--- src/rtl/frame_write_ctrl.sv ---
// Frame write sequencer for one fabric column: gathers per-row words into FrameData,
// then issues a one-hot FrameStrobe with a setup cycle before it and a hold gap after it.
module frame_write_ctrl #(
    parameter int MaxFramesPerCol = 20,
    parameter int FrameBitsPerRow = 32,
    parameter int NumRows         = 4,
    parameter int StrobeWidth     = 2
) (
    input  logic                                 UserCLK,
    input  logic                                 RST,
    input  logic                                 cmd_valid,
    output logic                                 cmd_ready,
    input  logic [4:0]                           cmd_frame,
    input  logic                                 word_valid,
    output logic                                 word_ready,
    input  logic [FrameBitsPerRow-1:0]           word_data,
    output logic [NumRows*FrameBitsPerRow-1:0]   FrameData,
    output logic [MaxFramesPerCol-1:0]           FrameStrobe,
    output logic                                 busy,
    output logic                                 done,
    output logic                                 err
);

    localparam int RowW = (NumRows > 1) ? $clog2(NumRows) : 1;
    localparam int CntW = (StrobeWidth > 1) ? $clog2(StrobeWidth) : 1;

    typedef enum logic [2:0] {
        IDLE,
        LOAD,
        SETUP,
        STROBE,
        GAP
    } state_t;

    state_t            state;
    logic [4:0]        frame_idx;
    logic [RowW-1:0]   row_cnt;
    logic [CntW-1:0]   strobe_cnt;

    assign cmd_ready  = (state == IDLE);
    assign word_ready = (state == LOAD);
    assign busy       = (state != IDLE);

    // FrameStrobe is a flop with async clear so a reset kills it without waiting for a clock.
    always_ff @(posedge UserCLK or posedge RST) begin
        if (RST) begin
            state       <= IDLE;
            frame_idx   <= '0;
            row_cnt     <= '0;
            strobe_cnt  <= '0;
            FrameData   <= '0;
            FrameStrobe <= '0;
            done        <= 1'b0;
            err         <= 1'b0;
        end else begin
            done <= 1'b0;
            err  <= 1'b0;
            case (state)
                IDLE: begin
                    if (cmd_valid) begin
                        if (int'(cmd_frame) >= MaxFramesPerCol) begin
                            err <= 1'b1;
                        end else begin
                            frame_idx <= cmd_frame;
                            row_cnt   <= '0;
                            state     <= LOAD;
                        end
                    end
                end
                LOAD: begin
                    if (word_valid) begin
                        FrameData[int'(row_cnt)*FrameBitsPerRow +: FrameBitsPerRow] <= word_data;
                        if (row_cnt == RowW'(NumRows - 1)) begin
                            state <= SETUP;
                        end else begin
                            row_cnt <= row_cnt + 1'b1;
                        end
                    end
                end
                SETUP: begin
                    FrameStrobe <= MaxFramesPerCol'(1) << frame_idx;
                    strobe_cnt  <= CntW'(StrobeWidth - 1);
                    state       <= STROBE;
                end
                STROBE: begin
                    if (strobe_cnt == '0) begin
                        FrameStrobe <= '0;
                        done        <= 1'b1;
                        state       <= GAP;
                    end else begin
                        strobe_cnt <= strobe_cnt - 1'b1;
                    end
                end
                GAP: begin
                    state <= IDLE;
                end
                default: begin
                    state <= IDLE;
                end
            endcase
        end
    end

endmodule

--- config.mk ---
export PLATFORM = sky130hd
export DESIGN_NAME = frame_write_ctrl
export DESIGN_NICKNAME = d
export VERILOG_FILES = /design/src/rtl/frame_write_ctrl.sv
export SDC_FILE = /design/constraint.sdc
export NUM_CORES = 1
export LEC_CHECK = 0
export CAP_MARGIN = 20
export CORE_ASPECT_RATIO = 0.6
export CORE_MARGIN = 2
export CORE_UTILIZATION = 30
export DETAILED_ROUTE_END_ITERATION = 10
export REMOVE_ABC_BUFFERS = 1
export SLEW_MARGIN = 20
export SYNTH_ARGS = -nofsm -noshare
export SYNTH_HDL_FRONTEND = slang
export SYNTH_SLANG_ARGS = --single-unit
--- constraint.sdc ---
create_clock -name UserCLK -period 8 [get_ports UserCLK]
set_clock_uncertainty 0.05 [all_clocks]
set_input_delay 2.4 -clock UserCLK [delete_from_list [all_inputs] [get_ports UserCLK]]
set_output_delay 2.4 -clock UserCLK [all_outputs]
set_load 0.01 [all_outputs]
Word-level counts from Yosys, hierarchy flattened:

Index checks and enable logic that the tools add are counted.
W data, S select, Z words.

* add/sub/neg operators: 3
* shifts and indexed selects: 3
* mux-type cells: 21
* bitwise logic cells: 1
* order comparisons: 1
* equality and inequality tests: 10
* reductions and logical operators: 9

Operators with widths (count)
* $bwmux W128: 1
* $shift A32 B33 Y128 const A: 1
* $shiftx A32 B33 Y128: 1
* $pmux W20 S2: 1
* $neg A7 Y33: 1
* $mux W20: 1
* $shl A1 B5 Y20 const A: 1
* $mux W3: 5
* $pmux W3 S4: 1
* $ne A2 B2 Y1 const B: 5
* $reduce_and A5 Y1: 2
* $mux W2: 4
* $eq A3 B2 Y1 const B: 2
* $mux W1: 6
* $ge A5 B5 Y1 const B: 1
* $pmux W2 S2: 1
* $reduce_and A2 Y1: 2
* $reduce_bool A2 Y1: 2
* $eq A3 B1 Y1 const B: 1
* $logic_not A3 Y1: 1
* $reduce_and A3 Y1: 1
* $reduce_bool A3 Y1: 1
* $add A2 B1 Y2 const B: 1
* $eq A2 B2 Y1 const B: 1
* 4 further kinds: 4

* register bits after elaboration: 161

Longest topological paths before layout:

Gate-level depths: netlist of the first run.

* word-level depth: 4
* mapped depth: 7
* depth with buffers taken out: 5

Least setup slack after synthesis of the first run:

No wires, ideal clock.

* path kind: in2reg
* start point: input port cmd_frame[2]
* end point: register frame_idx[0]
* arrival time: 3273 ps
* data required time: 7825 ps
* stages: 3
* setup slack: 4552 ps
* setup time: 125 ps
* path through: o21ai_0 > nand3_1 > mux2_2

* longest elaborated chain between the ends: 3

RTL lines
* from (decl): line 13 `input logic [4:0] cmd_frame,`
* $ge A5 B5 Y1: line 61 `if (int'(cmd_frame) >= MaxFramesPerCol) begin`
* $not A1 Y1 (no line)
* $reduce_and A3 Y1 (no line)
* to (signal assigned): line 64 `frame_idx <= cmd_frame;`
* to (decl): line 36 `logic [4:0] frame_idx;`

Every way passes these cells.
A chain may end at the register's enable or synchronous reset.

Final worst setup path of the first run:

* start point: register state[0]
* end point: output port word_ready

* longest elaborated chain between the ends: 1

RTL lines
* from (decl): line 35 `state_t state;`
* from (signal assigned): line 47 `state <= IDLE;`
* from (signal assigned): line 66 `state <= LOAD;`
* from (signal assigned): line 74 `state <= SETUP;`
* $eq A3 B1 Y1: line 41 `assign word_ready = (state == LOAD);`
* to (decl): line 15 `output logic word_ready,`

Every way passes these cells.

==> results.py, run 1 <==
metrics = {
    "routing": {
        "ant_nets": 0,
        "avgViaCountPerCell": 5.02,
        "drt_first_pass_iters": 5,
        "num_vias": 5916,
        "routedWlPerCell_um": 18.9,
        "drc": 0,
        "wl_mm": 22.2,
        "drt_iter0_markers": 460,
    },
    "global_routing": {
        "grt_use_total_pct": 18.1,
        "overflow": 0,
        "antenna_found_initial": 0,
        "grt_max_degree": 108,
        "grt_pass1_vias": 5720,
        "grt_pass1_wl_mm": 34.0,
    },
    "timing": {
        "max_freq_mhz": 218,
        "period_needed_ns": 4.59,
        "worst_slew_pin_slew_ns": 1.03,
        "rsz0062_at_grt": "false",
        "hold_violations": 0,
        "finalCritPeriodShare_pct": 57.4,
        "finalSetupTns_ns": 0,
        "setup_slack_ns": 3.41,
        "setup_violations": 0,
        "max-slew-margin-rel_pct": 31.5,
        "slew_viol_final": 0,
    },
    "cts": {
        "cts_resized": 0,
        "numCtsBuffers": 17,
        "cts_tree": "yes",
        "cts_hold_buf": 0,
        "htree_num_levels": 4,
        "clockBufferDepth": 2,
        "postCtsSetupBuffers": 0,
        "ctsRootBufferMaster": "clkbuf_16",
        "cts.sinks": 161,
        "clock_latency_ns": 0.43,
        "clk_pin_slew_worst_paths_ns": 0.07,
    },
    "synth": {
        "ys_ff_latch": 161,
        "ys_types": 39,
        "synth_top_cell_by_area": "dfrtp_1",
        "netlist_area_sq_um": 7070,
        "syn_inst": 694,
        "synth_area_per_cell_sq_um": 10.2,
        "synth.area.top_cells": "dfrtp_1, nand4_1, inv_1",
        "ys_seq_area_share_pct": 57.0,
        "ys_warn_count": 0,
        "synth_top_area_share_pct": 57.0,
    },
    "pwr": {
        "peakVddDrop_v": 0.000209,
        "power_switching_w": 0.00153,
        "p_comb_share_pct": 43.9,
        "powerDensity_nw_per_um2": 402,
        "pwr-share-seq_pct": 35.2,
        "leakagePower_nw": 3.94,
        "p_clk_share_pct": 20.9,
        "p_int_w": 0.00236,
        "finalPower_w": 0.00388,
        "swShare_pct": 39.3,
    },
    "place": {
        "dpl.cell_count": 1145,
        "gp_routability_congestion": 0.773,
        "hpwlAfterDp_mm": 13.5,
        "dp_slack_ns": 3.08,
        "io_buffers": 193,
    },
    "critical_path": {
        "cp_slowest_cell": "clkdlybuf4s50_1",
        "crit_arrival_ns": 2.14,
        "start_kind": "flip-flop",
        "cp-end-kind": "primary output",
        "slowest_delay_ns": 0.64,
        "crit_required_ns": 5.55,
        "path_cells": "nor3b_1, clkdlybuf4s50_1",
        "crit_path_max_fanout": 11,
        "worstSetupPathType": "flip-flop to primary output",
    },
    "run": {
        "cap_violations": 0,
    },
    "die": {
        "dieArea_sq_um": 24800,
        "io_pins": 194,
        "die_width_um": 202,
        "core_area_sq_um": 23100,
        "std_cell_rows": 43,
        "fp.dieH_um": 123,
        "start_util_pct": 30.6,
    },
    "cells_and_area": {
        "register_area_sq_um": 4030,
        "areaGrowthSynthToFinish_pct": 36.7,
        "fillers": 2233,
        "multi_input_area_sq_um": 2150,
        "nets": 897,
        "drive_gt1_share_pct": 6.60,
        "final_common_cell": "clkdlybuf4s50_1",
        "final_cell_mix": "clkdlybuf4s50_1, dfrtp_1, inv_1",
        "layout.cells.non_filler": 1178,
        "antenna_cells": 0,
    },
    "run_status": {
        "status": "complete, no violations",
    },
    "worst_hold_path": {
        "holdCritPathClass": "flip-flop to flip-flop",
    },
}
stage by stage:
stage               cell area, sq um  hold WS (ns)  utilization (%)
global placement                9060         0.429             39.2
global route                    9660         0.458             41.8
detailed placement              9060         0.432             39.2
floorplan                       6650         0.436                -
finish                          9660         0.445             41.8
CTS                             9640         0.447             41.6
layer usage:
metal | routed length, um | track usage (%) | up-vias
met5 | 0 | 0 | -
met4 | 124 | 3.83 | 0
met3 | 1950 | 4.67 | 14
met2 | 9100 | 24.8 | 252
met1 | 11000 | 28.1 | 2931
li1 | - | - | 2719
state kept, by name (all words and copies together), names as in the netlist:
| register | count |
|---|---|
| done | 1 |
| state | 3 |
| row_cnt | 2 |
| FrameData | 128 |
| strobe_cnt | 1 |
| err | 1 |
| FrameStrobe | 20 |
| frame_idx | 5 |
critical path: cells and delay by family, from the launching register on:
family | cells | cell delay (ns)
buffers and inverters | 1 | 0.64
flip-flops | 1 | 0.61
AND/OR/NAND/NOR | 1 | 0.47
area by class of cell:
type | instances | area share, %
tap | 315 | 4.08
multi-input combinational | 334 | 22.2
inverter | 136 | 5.33
clock inverter | 10 | 1.14
clock buffer | 22 | 4.80
timing repair buffer | 200 | 20.7
sequential | 161 | 41.7
synth_stat cells, drive strengths merged:
cell type / n
dfrtp: 161
inv: 136
o21ai: 129
nand4: 128
buf: 46
clkbuf: 17
a32o: 12
a22o: 6
and2: 6
ha: 6
nor3b: 6
nand2: 5
mux2: 4
nor2: 4
nor2b: 3
nor3: 3
o2bb2ai: 3
a211oi: 2
a21o: 2
nand2b: 2
nand3: 2
a21bo: 1
a21oi: 1
a2bb2oi: 1
a32oi: 1
and3: 1
and3b: 1
and4bb: 1
mux2i: 1
nand3b: 1
nand4b: 1
nor4: 1
power by group through the flow:
stage	clock, W	sequential (W)	combinational [W]
global placement	0	0.00137	0.00169
finish	0.000813	0.00137	0.00170
CTS	0.000834	0.00136	0.00171
detailed placement	0	0.00137	0.00170
global route	0.000870	0.00140	0.00183
floorplan	0	0.00146	0.000603
worst paths after layout:
path	startpoint	slack [ns]	to	depth (start not counted)
min in group asynchronous	RST	2.25	FrameData[97]	2
min	FrameStrobe[15]	0.44	FrameStrobe[15]	1
max reg2reg	state[0]	5.27	row_cnt[0]	4
max in group asynchronous	RST	4.63	FrameData[27]	3
min reg2reg	FrameStrobe[15]	0.44	FrameStrobe[15]	1
max	state[0]	3.41	word_ready	2
cell families after synthesis:
family	count (synthesis)	synth area share [%]
mux	5	0.779
fa+ha+maj	6	1.06
compound gates	158	12.9
flops	161	57.0
buf+inv	199	13.1
simple gates	165	15.1
No activity file was read; power rests on OpenSTA's default activity.
==> run 2, diff against run 1 <==
==> constraint.sdc (replaced) <==
create_clock -name UserCLK -period 4.8 [get_ports UserCLK]
set_clock_uncertainty 0.05 [all_clocks]
set_input_delay 1.44 -clock UserCLK [delete_from_list [all_inputs] [get_ports UserCLK]]
set_output_delay 1.44 -clock UserCLK [all_outputs]
set_load 0.01 [all_outputs]
==> run 2 against run 1 <==
Effect of this change: critical path depth unchanged; routed wire length increased by 1.4%; count of clock-buffer cells in the layout increased by 1; cell count increased by 0.17%; utilization unchanged; setup slack got worse by 2.2 ns; first-iteration DRC count decreased by 16%; flip-flop and latch count unchanged; die area unchanged; sequential power increased by 66%; worst hold slack improved by 0.0039 ns; total power increased by 65%; highest routed layer unchanged.
==> results.py, run 2 (synthesis results as in run 1) <==
metrics = {
    "routing": {
        "drt_first_pass_iters": 4,
        "avgViaCountPerCell": 4.94,
        "ant_nets": 0,
        "num_vias": 5832,
        "drt_iter0_markers": 386,
        "drc": 0,
        "routedWlPerCell_um": 19.1,
        "wl_mm": 22.5,
    },
    "cells_and_area": {
        "fillers": 2256,
        "antenna_cells": 0,
        "largest_reg_flops": 128,
        "nets": 899,
        "largestRegisters": "FrameData (128), FrameStrobe (20), frame_idx (5)",
        "final_common_cell": "clkdlybuf4s50_1",
        "final_cell_mix": "clkdlybuf4s50_1, dfrtp_1, inv_1",
        "utilization_pct": 41.8,
        "drive_gt1_share_pct": 7.05,
        "top_register": "FrameData",
        "areaGrowthSynthToFinish_pct": 36.7,
    },
    "cts": {
        "clk_pin_slew_worst_paths_ns": 0.07,
        "clockBufferDepth": 2,
        "clock_latency_ns": 0.43,
        "cts_hold_buf": 0,
        "numCtsBuffers": 17,
        "cts.sinks": 161,
        "cts_tree": "yes",
        "postCtsSetupBuffers": 0,
        "cts_resized": 0,
        "ctsRootBufferMaster": "clkbuf_16",
        "htree_num_levels": 4,
    },
    "pwr": {
        "leakagePower_nw": 3.95,
        "p_int_w": 0.00388,
        "powerDensity_nw_per_um2": 665,
        "p_comb_share_pct": 44.4,
        "swShare_pct": 39.7,
        "pwr-share-seq_pct": 35.3,
        "power_switching_w": 0.00255,
        "peakVddDrop_v": 0.000314,
        "p_clk_share_pct": 20.3,
    },
    "critical_path": {
        "crit_start": "state[0]",
        "crit_buf_inv": 1,
        "cp_slowest_cell": "clkdlybuf4s50_1",
        "crit_path_max_fanout": 11,
        "slowest_delay_ns": 0.64,
        "path_cells": "nor3b_1, clkdlybuf4s50_1",
        "regToRegStartpoint": "row_cnt[0]",
        "crit_arrival_ns": 2.09,
        "cp_top_family": "buffers and inverters",
        "start_kind": "flip-flop",
        "worstSetupPathType": "flip-flop to primary output",
        "crit_required_ns": 3.31,
        "cp-end-kind": "primary output",
    },
    "place": {
        "gp_routability_congestion": 0.781,
        "io_buffers": 193,
        "hpwlAfterDp_mm": 14.3,
    },
    "timing": {
        "holdWs_ns": 0.449,
        "hold_violations": 0,
        "max-slew-margin-rel_pct": 31.3,
        "max_freq_mhz": 279,
        "slew_viol_final": 0,
        "rsz0062_at_grt": "false",
        "finalCritPeriodShare_pct": 74.6,
        "period_needed_ns": 3.58,
        "worst_slew_pin_slew_ns": 1.03,
        "setup_violations": 0,
    },
    "global_routing": {
        "grt_pass1_wl_mm": 34.8,
        "grt_pass1_vias": 5715,
        "overflow": 0,
        "grt_max_degree": 86,
        "grt_use_total_pct": 18.5,
        "antenna_found_initial": 0,
    },
    "run_status": {
        "status": "complete, no violations",
    },
    "die": {
        "core_area_sq_um": 23100,
        "std_cell_rows": 43,
        "die_width_um": 202,
        "io_pins": 194,
        "dieArea_sq_um": 24800,
        "fp.dieH_um": 123,
        "start_util_pct": 30.6,
    },
    "worst_hold_path": {
        "holdCritPathClass": "flip-flop to flip-flop",
        "worstHoldStart": "FrameStrobe[7]",
    },
    "run": {
        "cap_violations": 0,
    },
}
[run 2: layout make-up]
type | count | area (sq um) | share of cell area [%]
Sequential cell | 161 | 4030 | 41.7
Multi-Input combinational cell | 334 | 2150 | 22.2
Timing Repair Buffer | 202 | 2020 | 21.0
Inverter | 136 | 515 | 5.33
Clock buffer | 23 | 498 | 5.15
Tap cell | 315 | 394 | 4.08
Clock inverter | 9 | 56.3 | 0.583
[run 2: worst reg2reg max path: cells and delay by family (launching register included)]
| kind | cells | cell delay, ns |
|---|---|---|
| AOI/OAI and AO/OA | 1 | 0.13 |
| adders and majority gates | 1 | 0.37 |
| buffers and inverters | 2 | 0.56 |
| DFF | 1 | 0.57 |
| and+or+nand+nor | 2 | 1.00 |
[run 2: power by group through the flow]
stage	sequential [W]	combinational (W)	clock, W
after floorplan	0.00243	0.00101	0
after global placement	0.00228	0.00283	0
after detailed placement	0.00227	0.00286	0
after CTS	0.00227	0.00287	0.00133
after global routing	0.00234	0.00308	0.00139
final	0.00227	0.00285	0.00130
[run 2: stage by stage]
stage | std cells | instance area [sq um] | setup slack (ns) | power [W] | setup TNS (ns)
after floorplan | 631 | 6650 | -1.04 | 0.00343 | -167.16
after global placement | 1148 | 9110 | 1.23 | 0.00511 | 0
after detailed placement | 1148 | 9110 | 1.21 | 0.00513 | 0
after CTS | 1180 | 9660 | 1.20 | 0.00647 | 0
after global routing | 1180 | 9660 | 1.09 | 0.00681 | 0
final | 1180 | 9660 | 1.22 | 0.00643 | 0
[run 2: worst paths after layout]
path                             endpoint  slack, ns  cells after the start
min reg2reg                FrameStrobe[7]       0.45                      1
min in group asynchronous  FrameData[127]       1.52                      2
max                            word_ready       1.22                      2
min                        FrameStrobe[7]       0.45                      1
max reg2reg                 FrameData[98]       2.06                      6
max in group asynchronous   FrameData[64]       2.42                      3
[run 2: routing by layer]
metal	global-route usage (%)	wire (um)
met1	28.3	11500
met5	0	0
met3	5.82	1830
met2	25.0	9070
met4	4.24	163
